### src/rtl/counter_seq_pkg.sv
`default_nettype none
// ============================================================================
// Module      : counter_seq_pkg
// Description : Shared types and constants for the counter step sequencer:
//               FSM state encoding, step-table entry layout, control bits.
// Revision    : 1.0 - initial release
// ============================================================================
package counter_seq_pkg;

    // Field widths of one step-table entry. The sequencer's WIDTH and REP_W
    // parameters default to these and must agree with them.
    localparam int STEP_PERIOD_W = 8;
    localparam int STEP_REP_W    = 8;

    // Position of the mode bit inside the 8-bit counter control word.
    localparam int CTRL_MODE_BIT = 0;

    typedef enum logic [1:0] {
        IDLE = 2'd0,
        LOAD = 2'd1,
        RUN  = 2'd2,
        DONE = 2'd3
    } state_t;

    // One program step: counter period, mode (1 = triangle, 0 = sawtooth)
    // and number of complete count cycles minus one.
    typedef struct packed {
        logic [STEP_PERIOD_W-1:0] period;
        logic                     mode;
        logic [STEP_REP_W-1:0]    rep;
    } step_t;

endpackage
`default_nettype wire

### src/rtl/counter_sequencer_if.sv
`default_nettype none
// ============================================================================
// Module      : counter_sequencer_if
// Description : Link between the step sequencer (master) and the up/down
//               counter it drives (slave).
// Revision    : 1.0 - initial release
// ============================================================================
interface counter_sequencer_if #(
    parameter int WIDTH = 8
);
    logic [WIDTH-1:0] cnt_value;
    logic [WIDTH-1:0] cnt_period;
    logic [7:0]       cnt_control;
    logic             cnt_enable;
    logic             cnt_clear_n;

    modport master (
        input  cnt_value,
        output cnt_period,
        output cnt_control,
        output cnt_enable,
        output cnt_clear_n
    );

    modport slave (
        output cnt_value,
        input  cnt_period,
        input  cnt_control,
        input  cnt_enable,
        input  cnt_clear_n
    );
endinterface
`default_nettype wire

### src/rtl/counter_seq_table.sv
`default_nettype none
// ============================================================================
// Module      : counter_seq_table
// Description : DEPTH-entry step table. Synchronous write, asynchronous
//               reads (full entry on port A, period only on port B),
//               asynchronous active-low clear of all entries.
// Revision    : 1.0 - initial release
// ============================================================================
module counter_seq_table
    import counter_seq_pkg::*;
#(
    parameter int DEPTH = 4,
    parameter int AW    = 2
) (
    input  wire logic                     clk,
    input  wire logic                     reset,
    input  wire logic                     i_we,
    input  wire logic [AW-1:0]            i_waddr,
    input  wire step_t                    i_wdata,
    input  wire logic [AW-1:0]            i_raddr_a,
    output step_t                         o_rdata_a,
    input  wire logic [AW-1:0]            i_raddr_b,
    output logic [STEP_PERIOD_W-1:0]      o_period_b
);

    step_t r_mem [DEPTH];

    // Table storage: cleared by reset, one entry written per strobe.
    always_ff @(posedge clk or negedge reset) begin
        if (!reset) begin
            for (int i = 0; i < DEPTH; i++) begin
                r_mem[i] <= '0;
            end
        end else if (i_we) begin
            r_mem[i_waddr] <= i_wdata;
        end
    end

    assign o_rdata_a  = r_mem[i_raddr_a];
    assign o_period_b = r_mem[i_raddr_b].period;

endmodule
`default_nettype wire

### src/rtl/counter_sequencer.sv
`default_nettype none
// ============================================================================
// Module      : counter_sequencer
// Description : Programmable step sequencer for one period/control up-down
//               counter. Each table step runs the counter for (repeat+1)
//               complete count cycles, then advances; done pulses at the
//               end of the program.
//               Optional build macro COUNTER_SEQ_LOOP_EN: at end of program
//               restart from step 0 instead of finishing.
// Revision    : 1.0 - initial release
// ============================================================================
module counter_sequencer
    import counter_seq_pkg::*;
#(
    parameter int WIDTH = STEP_PERIOD_W,
    parameter int DEPTH = 4,
    parameter int AW    = 2,
    parameter int REP_W = STEP_REP_W
) (
    input  wire logic             clk,
    input  wire logic             reset,
    input  wire logic             cfg_we,
    input  wire logic [AW-1:0]    cfg_addr,
    input  wire logic [WIDTH-1:0] cfg_period,
    input  wire logic             cfg_mode,
    input  wire logic [REP_W-1:0] cfg_repeat,
    input  wire logic             start,
    input  wire logic             stop,
    output logic                  busy,
    output logic                  done,
    output logic [AW-1:0]         step_idx,
    counter_sequencer_if.master   cnt
);

    state_t             r_state;
    state_t             w_next_state;
    logic [AW-1:0]      r_step_idx;
    logic [AW-1:0]      w_next_step;
    logic [REP_W-1:0]   r_rep_cnt;
    logic               r_prev_nz;
    logic [WIDTH-1:0]   r_cnt_period;
    logic [7:0]         r_cnt_control;
    logic               r_cnt_enable;
    logic               r_cnt_clear_n;
    logic               r_busy;
    logic               r_done;

    step_t              w_wdata;
    step_t              w_cur;
    logic [AW-1:0]      w_rd_addr;
    logic [AW-1:0]      w_nxt_idx;
    logic [WIDTH-1:0]   w_nxt_period;
    logic               w_table_we;
    logic               w_cmpl;
    logic               w_rep_last;
    logic               w_last;

    // In IDLE the program always starts at entry 0, whatever step_idx holds.
    assign w_rd_addr  = (r_state == IDLE) ? '0 : r_step_idx;
    assign w_nxt_idx  = r_step_idx + AW'(1);
    assign w_table_we = cfg_we && !r_busy;
    assign w_wdata    = '{period: cfg_period, mode: cfg_mode, rep: cfg_repeat};

    counter_seq_table #(
        .DEPTH (DEPTH),
        .AW    (AW)
    ) u_table (
        .clk        (clk),
        .reset      (reset),
        .i_we       (w_table_we),
        .i_waddr    (cfg_addr),
        .i_wdata    (w_wdata),
        .i_raddr_a  (w_rd_addr),
        .o_rdata_a  (w_cur),
        .i_raddr_b  (w_nxt_idx),
        .o_period_b (w_nxt_period)
    );

    // A count cycle ends when the counter returns to zero after being nonzero.
    assign w_cmpl     = (r_state == RUN) && (cnt.cnt_value == '0) && r_prev_nz;
    assign w_rep_last = (r_rep_cnt == w_cur.rep);
    assign w_last     = (r_step_idx == AW'(DEPTH - 1)) || (w_nxt_period == '0);

    // State and step index registers.
    always_ff @(posedge clk or negedge reset) begin
        if (!reset) begin
            r_state    <= IDLE;
            r_step_idx <= '0;
        end else begin
            r_state    <= w_next_state;
            r_step_idx <= w_next_step;
        end
    end

    // Next-state and step-advance decisions.
    always_comb begin
        w_next_state = r_state;
        w_next_step  = r_step_idx;
        unique case (r_state)
            IDLE: begin
                if (start && !stop) begin
                    w_next_step  = '0;
                    w_next_state = (w_cur.period == '0) ? DONE : LOAD;
                end
            end
            LOAD: begin
                w_next_state = stop ? IDLE : RUN;
            end
            RUN: begin
                if (stop) begin
                    w_next_state = IDLE;
                end else if (w_cmpl && w_rep_last) begin
                    if (w_last) begin
`ifdef COUNTER_SEQ_LOOP_EN
                        w_next_step  = '0;
                        w_next_state = LOAD;
`else
                        w_next_state = DONE;
`endif
                    end else begin
                        w_next_step  = w_nxt_idx;
                        w_next_state = LOAD;
                    end
                end
            end
            DONE: begin
                w_next_state = IDLE;
            end
            default: begin
                w_next_state = IDLE;
            end
        endcase
    end

    // Step datapath: latch counter setup in LOAD, track repeats in RUN.
    always_ff @(posedge clk or negedge reset) begin
        if (!reset) begin
            r_cnt_period  <= '0;
            r_cnt_control <= '0;
            r_rep_cnt     <= '0;
            r_prev_nz     <= 1'b0;
        end else if (r_state == LOAD) begin
            r_cnt_period                 <= w_cur.period;
            r_cnt_control                <= '0;
            r_cnt_control[CTRL_MODE_BIT] <= w_cur.mode;
            r_rep_cnt                    <= '0;
            r_prev_nz                    <= 1'b0;
        end else if (r_state == RUN) begin
            r_prev_nz <= (cnt.cnt_value != '0);
            if (w_cmpl && !w_rep_last) begin
                r_rep_cnt <= r_rep_cnt + REP_W'(1);
            end
        end
    end

    // Registered status and counter strobes, decoded from the next state.
    always_ff @(posedge clk or negedge reset) begin
        if (!reset) begin
            r_cnt_enable  <= 1'b0;
            r_cnt_clear_n <= 1'b0;
            r_busy        <= 1'b0;
            r_done        <= 1'b0;
        end else begin
            r_cnt_enable  <= (w_next_state == RUN);
            r_cnt_clear_n <= (w_next_state != LOAD);
            r_busy        <= (w_next_state == LOAD) || (w_next_state == RUN);
            r_done        <= (w_next_state == DONE);
        end
    end

    assign busy            = r_busy;
    assign done            = r_done;
    assign step_idx        = r_step_idx;
    assign cnt.cnt_period  = r_cnt_period;
    assign cnt.cnt_control = r_cnt_control;
    assign cnt.cnt_enable  = r_cnt_enable;
    assign cnt.cnt_clear_n = r_cnt_clear_n;

endmodule
`default_nettype wire

### src/flat_wrapper.sv
// flat-port wrapper written by rule: the top's interface ports become plain ports
module counter_sequencer_flat import counter_seq_pkg::*;
#(
    parameter int WIDTH = STEP_PERIOD_W,
    parameter int DEPTH = 4,
    parameter int AW    = 2,
    parameter int REP_W = STEP_REP_W
)
  (clk, reset, cfg_we, cfg_addr, cfg_period, cfg_mode, cfg_repeat, start, stop, busy, done, step_idx, cnt_cnt_value, cnt_cnt_period, cnt_cnt_control, cnt_cnt_enable, cnt_cnt_clear_n);
  counter_sequencer_if #(.WIDTH(WIDTH)) cnt_i ();
  input  wire logic clk;
  input  wire logic reset;
  input  wire logic cfg_we;
  input  wire logic [AW-1:0] cfg_addr;
  input  wire logic [WIDTH-1:0] cfg_period;
  input  wire logic cfg_mode;
  input  wire logic [REP_W-1:0] cfg_repeat;
  input  wire logic start;
  input  wire logic stop;
  output logic busy;
  output logic done;
  output logic [AW-1:0] step_idx;
  input wire logic [$bits(cnt_i.cnt_value)-1:0] cnt_cnt_value;
  output wire logic [$bits(cnt_i.cnt_period)-1:0] cnt_cnt_period;
  output wire logic [$bits(cnt_i.cnt_control)-1:0] cnt_cnt_control;
  output wire logic [$bits(cnt_i.cnt_enable)-1:0] cnt_cnt_enable;
  output wire logic [$bits(cnt_i.cnt_clear_n)-1:0] cnt_cnt_clear_n;
  assign cnt_i.cnt_value = cnt_cnt_value;
  assign cnt_cnt_period = cnt_i.cnt_period;
  assign cnt_cnt_control = cnt_i.cnt_control;
  assign cnt_cnt_enable = cnt_i.cnt_enable;
  assign cnt_cnt_clear_n = cnt_i.cnt_clear_n;
  counter_sequencer #(.WIDTH(WIDTH), .DEPTH(DEPTH), .AW(AW), .REP_W(REP_W)) u_core (.clk(clk), .reset(reset), .cfg_we(cfg_we), .cfg_addr(cfg_addr), .cfg_period(cfg_period), .cfg_mode(cfg_mode), .cfg_repeat(cfg_repeat), .start(start), .stop(stop), .busy(busy), .done(done), .step_idx(step_idx), .cnt(cnt_i));
endmodule
### config.mk
export PLATFORM = sky130hd
export DESIGN_NAME = counter_sequencer_flat
export DESIGN_NICKNAME = d
export VERILOG_FILES = /design/src/rtl/counter_seq_pkg.sv /design/src/rtl/counter_sequencer_if.sv /design/src/rtl/counter_seq_table.sv /design/src/rtl/counter_sequencer.sv /design/src/flat_wrapper.sv
export SDC_FILE = /design/constraint.sdc
export NUM_CORES = 1
export LEC_CHECK = 0
export BUFFER_PORTS_ARGS = -buffer_cell sky130_fd_sc_hd__buf_4
export CAP_MARGIN = 10
export CORE_MARGIN = 2
export CORE_UTILIZATION = 45
export DETAILED_ROUTE_END_ITERATION = 10
export GPL_TIMING_DRIVEN = 1
export HOLD_SLACK_MARGIN = 0.1
export PLACE_DENSITY_LB_ADDON = 0.08
export REMOVE_ABC_BUFFERS = 1
export SYNTH_ARGS = -nofsm -noshare
export SYNTH_HDL_FRONTEND = slang
export SYNTH_SLANG_ARGS = --single-unit
### constraint.sdc
create_clock -name clk -period 4.3 [get_ports clk]
set_input_delay 0.215 -clock clk [delete_from_list [all_inputs] [get_ports clk]]
set_output_delay 0.215 -clock clk [all_outputs]
set_load 0.01 [all_outputs]
## Yosys cells after proc, flatten, opt, wreduce, memory -nomap -nowiden

Index checks and enable logic that the tools add are counted.

- Output and inout port bits: 22
- Word-level logic and storage cells: 93
- ROM bits: 0
- Memory bits (writable): 0
- Memories: 0
- Register bits after elaboration: 94
- Bits in latches: 0
- Input bits: 32

- Bitwise logic cells: 3
- Reduce and logical (&&, ||, !) cells: 22
- Eq/ne operators: 13
- Order comparisons: 4
- Add/sub/neg operators: 2
- $mul: 0
- Mux-type cells: 27
- Shift operators: 0
- Divide/modulo/power cells: 0

Operators by type and width:

| cell | count |
|---|---|
| $mux W17 | 5 |
| $bmux W17 S2 | 2 |
| $bwmux W68 | 1 |
| $demux W17 S2 | 1 |
| $logic_not A8 Y1 | 3 |
| $mux W8 | 3 |
| $mux W2 | 11 |
| $eq A2 B2 Y1 const B | 5 |
| $ge A3 B3 Y1 const B | 3 |
| $not A2 Y3 | 3 |
| $add A8 B1 Y8 const B | 1 |
| $eq A8 B8 Y1 | 1 |
| $pmux W2 S4 | 1 |
| $reduce_bool A8 Y1 | 1 |
| $logic_and A1 B1 Y1 | 7 |
| $ne A2 B2 Y1 const B | 3 |
| $reduce_bool A2 Y1 | 3 |
| $reduce_and A5 Y1 | 1 |
| $eq A2 B1 Y1 const B | 2 |
| $ne A2 B1 Y1 const B | 2 |
| $pmux W2 S2 | 1 |
| $logic_not A1 Y1 | 3 |
| $lt A3 B1 Y1 const B | 1 |
| $add A2 B1 Y2 const B | 1 |
| other kinds (4) | 6 |

## Depth between registers and ports, before layout

- Word-level depth: 13
- Mapped depth: 13
- Gate-level depth less buffers: 12

## Cells and area by module

Synthesis repeated with hierarchy kept, for this count alone.

- Cell total of the unflattened synthesis: 333
- Area, all modules: 4782.1 um2

Modules (own cells, without submodules):

| module | sequential area each (um2) | area an instance (um2) | cells an instance | times used |
|---|---|---|---|---|
| counter_seq_table | 1701.6 | 3150.5 | 175 | 1 |
| counter_sequencer | 650.6 | 1631.6 | 158 | 1 |

## Worst setup path before layout

OpenSTA, ideal clock, no wires.

- Path type: register to register
- Start point: reg u_core.r_state[0]
- End point: reg u_core.r_busy, in the netlist u_core.busy
- Arrival: 2.823 ns
- Slack: 1.364 ns
- Period minus slack after synthesis: 2.936 ns
- Cell stages (with the launch flop): 14
- Setup time: 0.113 ns
- Path buffers: 1
- Path through: dfrtp_1 -> inv_1 -> ha_1 -> buf_2 -> nor2b_1 -> nor3_1 -> nor4_1 -> a22oi_1 -> nor4_4 -> and2b_1 -> o211ai_1 -> a221o_1 -> ha_1 -> inv_1

- Word-level cells in the longest chain between the ends: 13

Ends and longest elaborated chain:

| what | line | RTL |
|---|---|---|
| start, declared | counter_sequencer.sv:35 | `state_t r_state;` |
| start signal, assigned | counter_sequencer.sv:90 | `r_state <= w_next_state;` |
| $logic_not A2 Y1 | counter_sequencer.sv:59, counter_sequencer.sv:99 |  |
| $mux W2 | counter_sequencer.sv:59 | `assign w_rd_addr = (r_state == IDLE) ? '0 : r_step_idx;` |
| $not A2 Y3 (implied by the code) | counter_seq_table.sv:39 | `assign o_rdata_a = r_mem[i_raddr_a];` |
| $bmux W17 S2 | counter_seq_table.sv:39 |  |
| $mux W17 (implied by the code) (2 in series) | counter_seq_table.sv:39 |  |
| $eq A8 B8 Y1 | counter_sequencer.sv:81 | `assign w_rep_last = (r_rep_cnt == w_cur.rep);` |
| $logic_and A1 B1 Y1 | counter_sequencer.sv:112 | `end else if (w_cmpl && w_rep_last) begin` |
| $mux W2 | counter_sequencer.sv:112 |  |
| $mux W2 | counter_sequencer.sv:110 | `if (stop) begin` |
| $pmux W2 S4 * | counter_sequencer.sv:99 | `unique case (r_state)` |
| $eq A2 B1 Y1 / $eq A2 B2 Y1 (equally long branches) | counter_sequencer.sv:166 | `r_busy <= (w_next_state == LOAD) \|\| (w_next_state == RUN);` |
| $logic_or A1 B1 Y1 * | counter_sequencer.sv:166 |  |
| end signal, assigned | counter_sequencer.sv:166 |  |
| end, declared | counter_sequencer.sv:45 | `logic r_busy;` |

Every way passes the cells marked *; elsewhere a longest branch is shown, timed or not. The select of a mux whose other input is x is not followed.
A chain may end at the register's enable or synchronous reset.

## Worst setup path in the final report

- Start point: reg u_core.r_state[1]
- End point: reg u_core.r_busy, in the netlist u_core.busy

Same word-level chain as after synthesis.

==> results.cfg <==
[timing]
min_period_ns = 3.63
hold_viol_final = 0
rsz0062_at_grt = false
worstMarginPinSlew_ns = 1.10
fmax_ghz = 0.276
slew_violations = 0
period_share = 0.843
fin_worst_skew_ns = 0.0107
slew_headroom = 0.267
tns_ns = 0
setup_viol = 0

[final_layout]
syn_to_final_growth_pct = 15.3
nets = 545
drive_gt1_frac = 0.287
fin_util = 0.531
antenna_cells = 0

[placement]
dp_hpwl_um = 8320
place_congestion = 0.865
port_buffers = 46

[critical_path]
cp-end-kind = flop
worstSetupPathType = reg -> reg
cp_data_arrival_time_ns = 3.90
required_ns = 4.57
slowest_delay_ns = 0.61
path_cells = inv_1 -> ha_1 -> inv_1 -> o2111ai_1 -> nand3_1 -> a221o_1 -> nor4_4 -> buf_4 -> and2b_1 -> o211ai_1 -> a221o_1 -> ha_1 -> inv_1
path_common_cell = inv_1
rr_worst_depth = 13
cp_max_fo = 21
critPathSlowestCell = ha_1
startpoint_type = flop

[global_route]
grt_pass1_wl_um = 20000
grt_start_max_net_pins = 59
antenna_found_initial = 0
grt_pass1_vias = 3645
overflow = 0
grt_usage = 0.223

[worst_hold_path]
min_path_cells = 2
worstHoldPathType = in -> reg

[detailed_routing]
drt_iter0_drc = 232
routed_wl_um = 12100
top_layer = met4
ant_nets = 0
met2WireLength_um = 5430
routed_via_density = 5.76
wl_per_cell_um = 18.6
dr_total_vias = 3741
met3_length_um = 653
firstDrtPassIters = 5
wl_met1_um = 5840
drc = 0

[synth]
ys_async_sr_fraction = 1.00
syn-cell-area_mm2 = 0.00497
syn_inst = 449
yosys-top-cells-area = dfrtp_1 47%, mux2_2 16%, mux2i_1 3.6%
yosysTopAreaCellShare = 0.473
synth_warnings = 0
synth-main-ff-cell = dfrtp_1
ys_types = 58
ys_seq_area_frac = 0.473
yosys_register_bits = 94
synth_edf_count = 0
synth_top_area_cell = dfrtp_1
synth.avg_cell_area_um2 = 11.1

[cts]
path_clk_slew_ns = 0.09
cts_buffer_depth = 2
cts.sinks = 94
cts_root_buffer = clkbuf_8
htreeDepth = 3
tritoncts = yes
cts_buffers = 9
clkLatencyLatePin_ns = 0.37
cts_resized = 0

[floorplanning]
chipWidth_um = 109
fp.dieH_um = 109
coreArea_mm2 = 0.0108
rows = 38
io_pins = 54
fp.dieArea_mm2 = 0.0119
initial_core_util = 0.461

[power]
share_comb_of_total_power = 0.372
seqPwrFrac = 0.469
p_per_area_mw_per_mm2 = 593
clockPowerShare = 0.160
internal_power_mw = 2.17
peakVddDrop_mv = 0.256
p_switching_mw = 1.23
p_leak_nw = 2.42
p_sw_frac = 0.361

[flow_run]
cap_viol_max_count = 0

[outcome]
status = complete, no violations
area by class of cell:
type / count / area, µm²
repair buffers: 70 / 561
flip-flops and latches: 94 / 2350
multi-input cells: 309 / 2390
fillers: 958 / 5060
clock buffers: 12 / 155
well taps: 140 / 175
inverters: 21 / 78.8
clock inverters: 3 / 18.8
cell usage in the layout (no fill, tap or decap), drive strengths merged, types with 7 or more instances in the layout:
cell	count
buf	56
nor2	21
inv	22
nand2b	12
dlygate4sd3	14
nor2b	15
ha	8
nand2	10
mux2i	18
dfrtp	94
nand3	14
o21ai	26
conb	7
clkbuf	12
nor4	9
mux2	71
a21oi	17
nor3	14
per-layer routing:
metal	track usage	vias up
li1	-	1750
met1	0.333	1862
met2	0.334	113
met3	0.0359	16
met4	0.0595	0
met5	0	-
flip-flops by register name, summed over array words and instances (netlist names):
register	cells
u_core.cnt.cnt_clear_n	1
u_core.busy	1
u_core.r_rep_cnt	8
u_core.r_prev_nz	1
u_core.cnt.cnt_period	8
u_core.cnt.cnt_enable	1
u_core.u_table.r_mem	68
u_core.step_idx	2
u_core.r_state	2
u_core.done	1
u_core.cnt.cnt_control	1
repair_timing:
action	CTS	global route
buffers inserted	0	0
hold buffers	11	3
endpoints found under the hold margin	82	3
synth_stat cells (all sizes together) (2+ instances only):
cell	count
dfrtp	94
mux2	71
o21ai	26
inv	21
nor2	21
buf	19
mux2i	18
a21oi	17
nor2b	15
nand3	14
nor3	14
clkbuf	12
nand2b	12
nand2	10
nor4	9
ha	8
a22o	6
o221ai	6
a22oi	5
o2111ai	4
or4	4
a221o	3
a221oi	3
nor3b	3
o211ai	3
xor2	3
a211o	2
o21a	2
xnor2	2
kinds of logic after synthesis:
family	after synthesis	share of synthesized area
simple gates	109	0.122
flops	94	0.473
compound gates	91	0.127
mux	89	0.197
buf+inv	52	0.0513
fa+ha+maj	8	0.0201
xor+xnor	5	0.00881
other cells	1	0.000754
per-stage QoR:
step / hold slack [ns] / setup slack (ns) / cells / instance area [µm²] / power [mW]
after global placement: 0.322 / 0.838 / 620 / 5420 / 2.82
final: 0.113 / 0.674 / 649 / 5730 / 3.40
after detailed placement: 0.327 / 0.763 / 620 / 5420 / 2.86
after floorplan: -0.0806 / 0.819 / 424 / 4820 / 2.40
after CTS: 0.101 / 0.739 / 646 / 5700 / 3.41
after global routing: 0.104 / 0.372 / 649 / 5730 / 3.66
path summary, 6_finish.rpt:
kind | from | endpoint | slack [ns]
max in group asynchronous | reset | u_core.step_idx[0]$_DFFE_PN0P_ | 2.87
setup reg to reg | u_core.r_state[1]$_DFF_PN0_ | u_core.busy$_DFF_PN0_ | 0.67
hold / removal | cfg_period[5] | u_core.u_table.r_mem[65]$_DFFE_PN0P_ | 0.11
min in group asynchronous | reset | u_core.u_table.r_mem[0]$_DFFE_PN0P_ | 0.45
setup / recovery | u_core.r_state[1]$_DFF_PN0_ | u_core.busy$_DFF_PN0_ | 0.67
hold reg to reg | u_core.u_table.r_mem[3]$_DFFE_PN0P_ | u_core.u_table.r_mem[3]$_DFFE_PN0P_ | 0.51
power by group through the flow:
stage	logic [mW]	clock network [mW]	registers, mW
after floorplan	0.884	0	1.52
after CTS	1.27	0.560	1.59
after global routing	1.41	0.603	1.65
after detailed placement	1.26	0	1.60
after global placement	1.23	0	1.59
final	1.26	0.544	1.59
worst max-delay path, delay by kind of cell, from the launching register on:
| kind | cells | cell delay (ns) |
|---|---|---|
| and+or+nand+nor | 3 | 0.46 |
| DFF | 1 | 0.41 |
| buffers and inverters | 4 | 0.68 |
| adders and majority gates | 2 | 0.89 |
| AOI/OAI and AO/OA | 4 | 1.07 |
(Power assumes the default switching activity.)
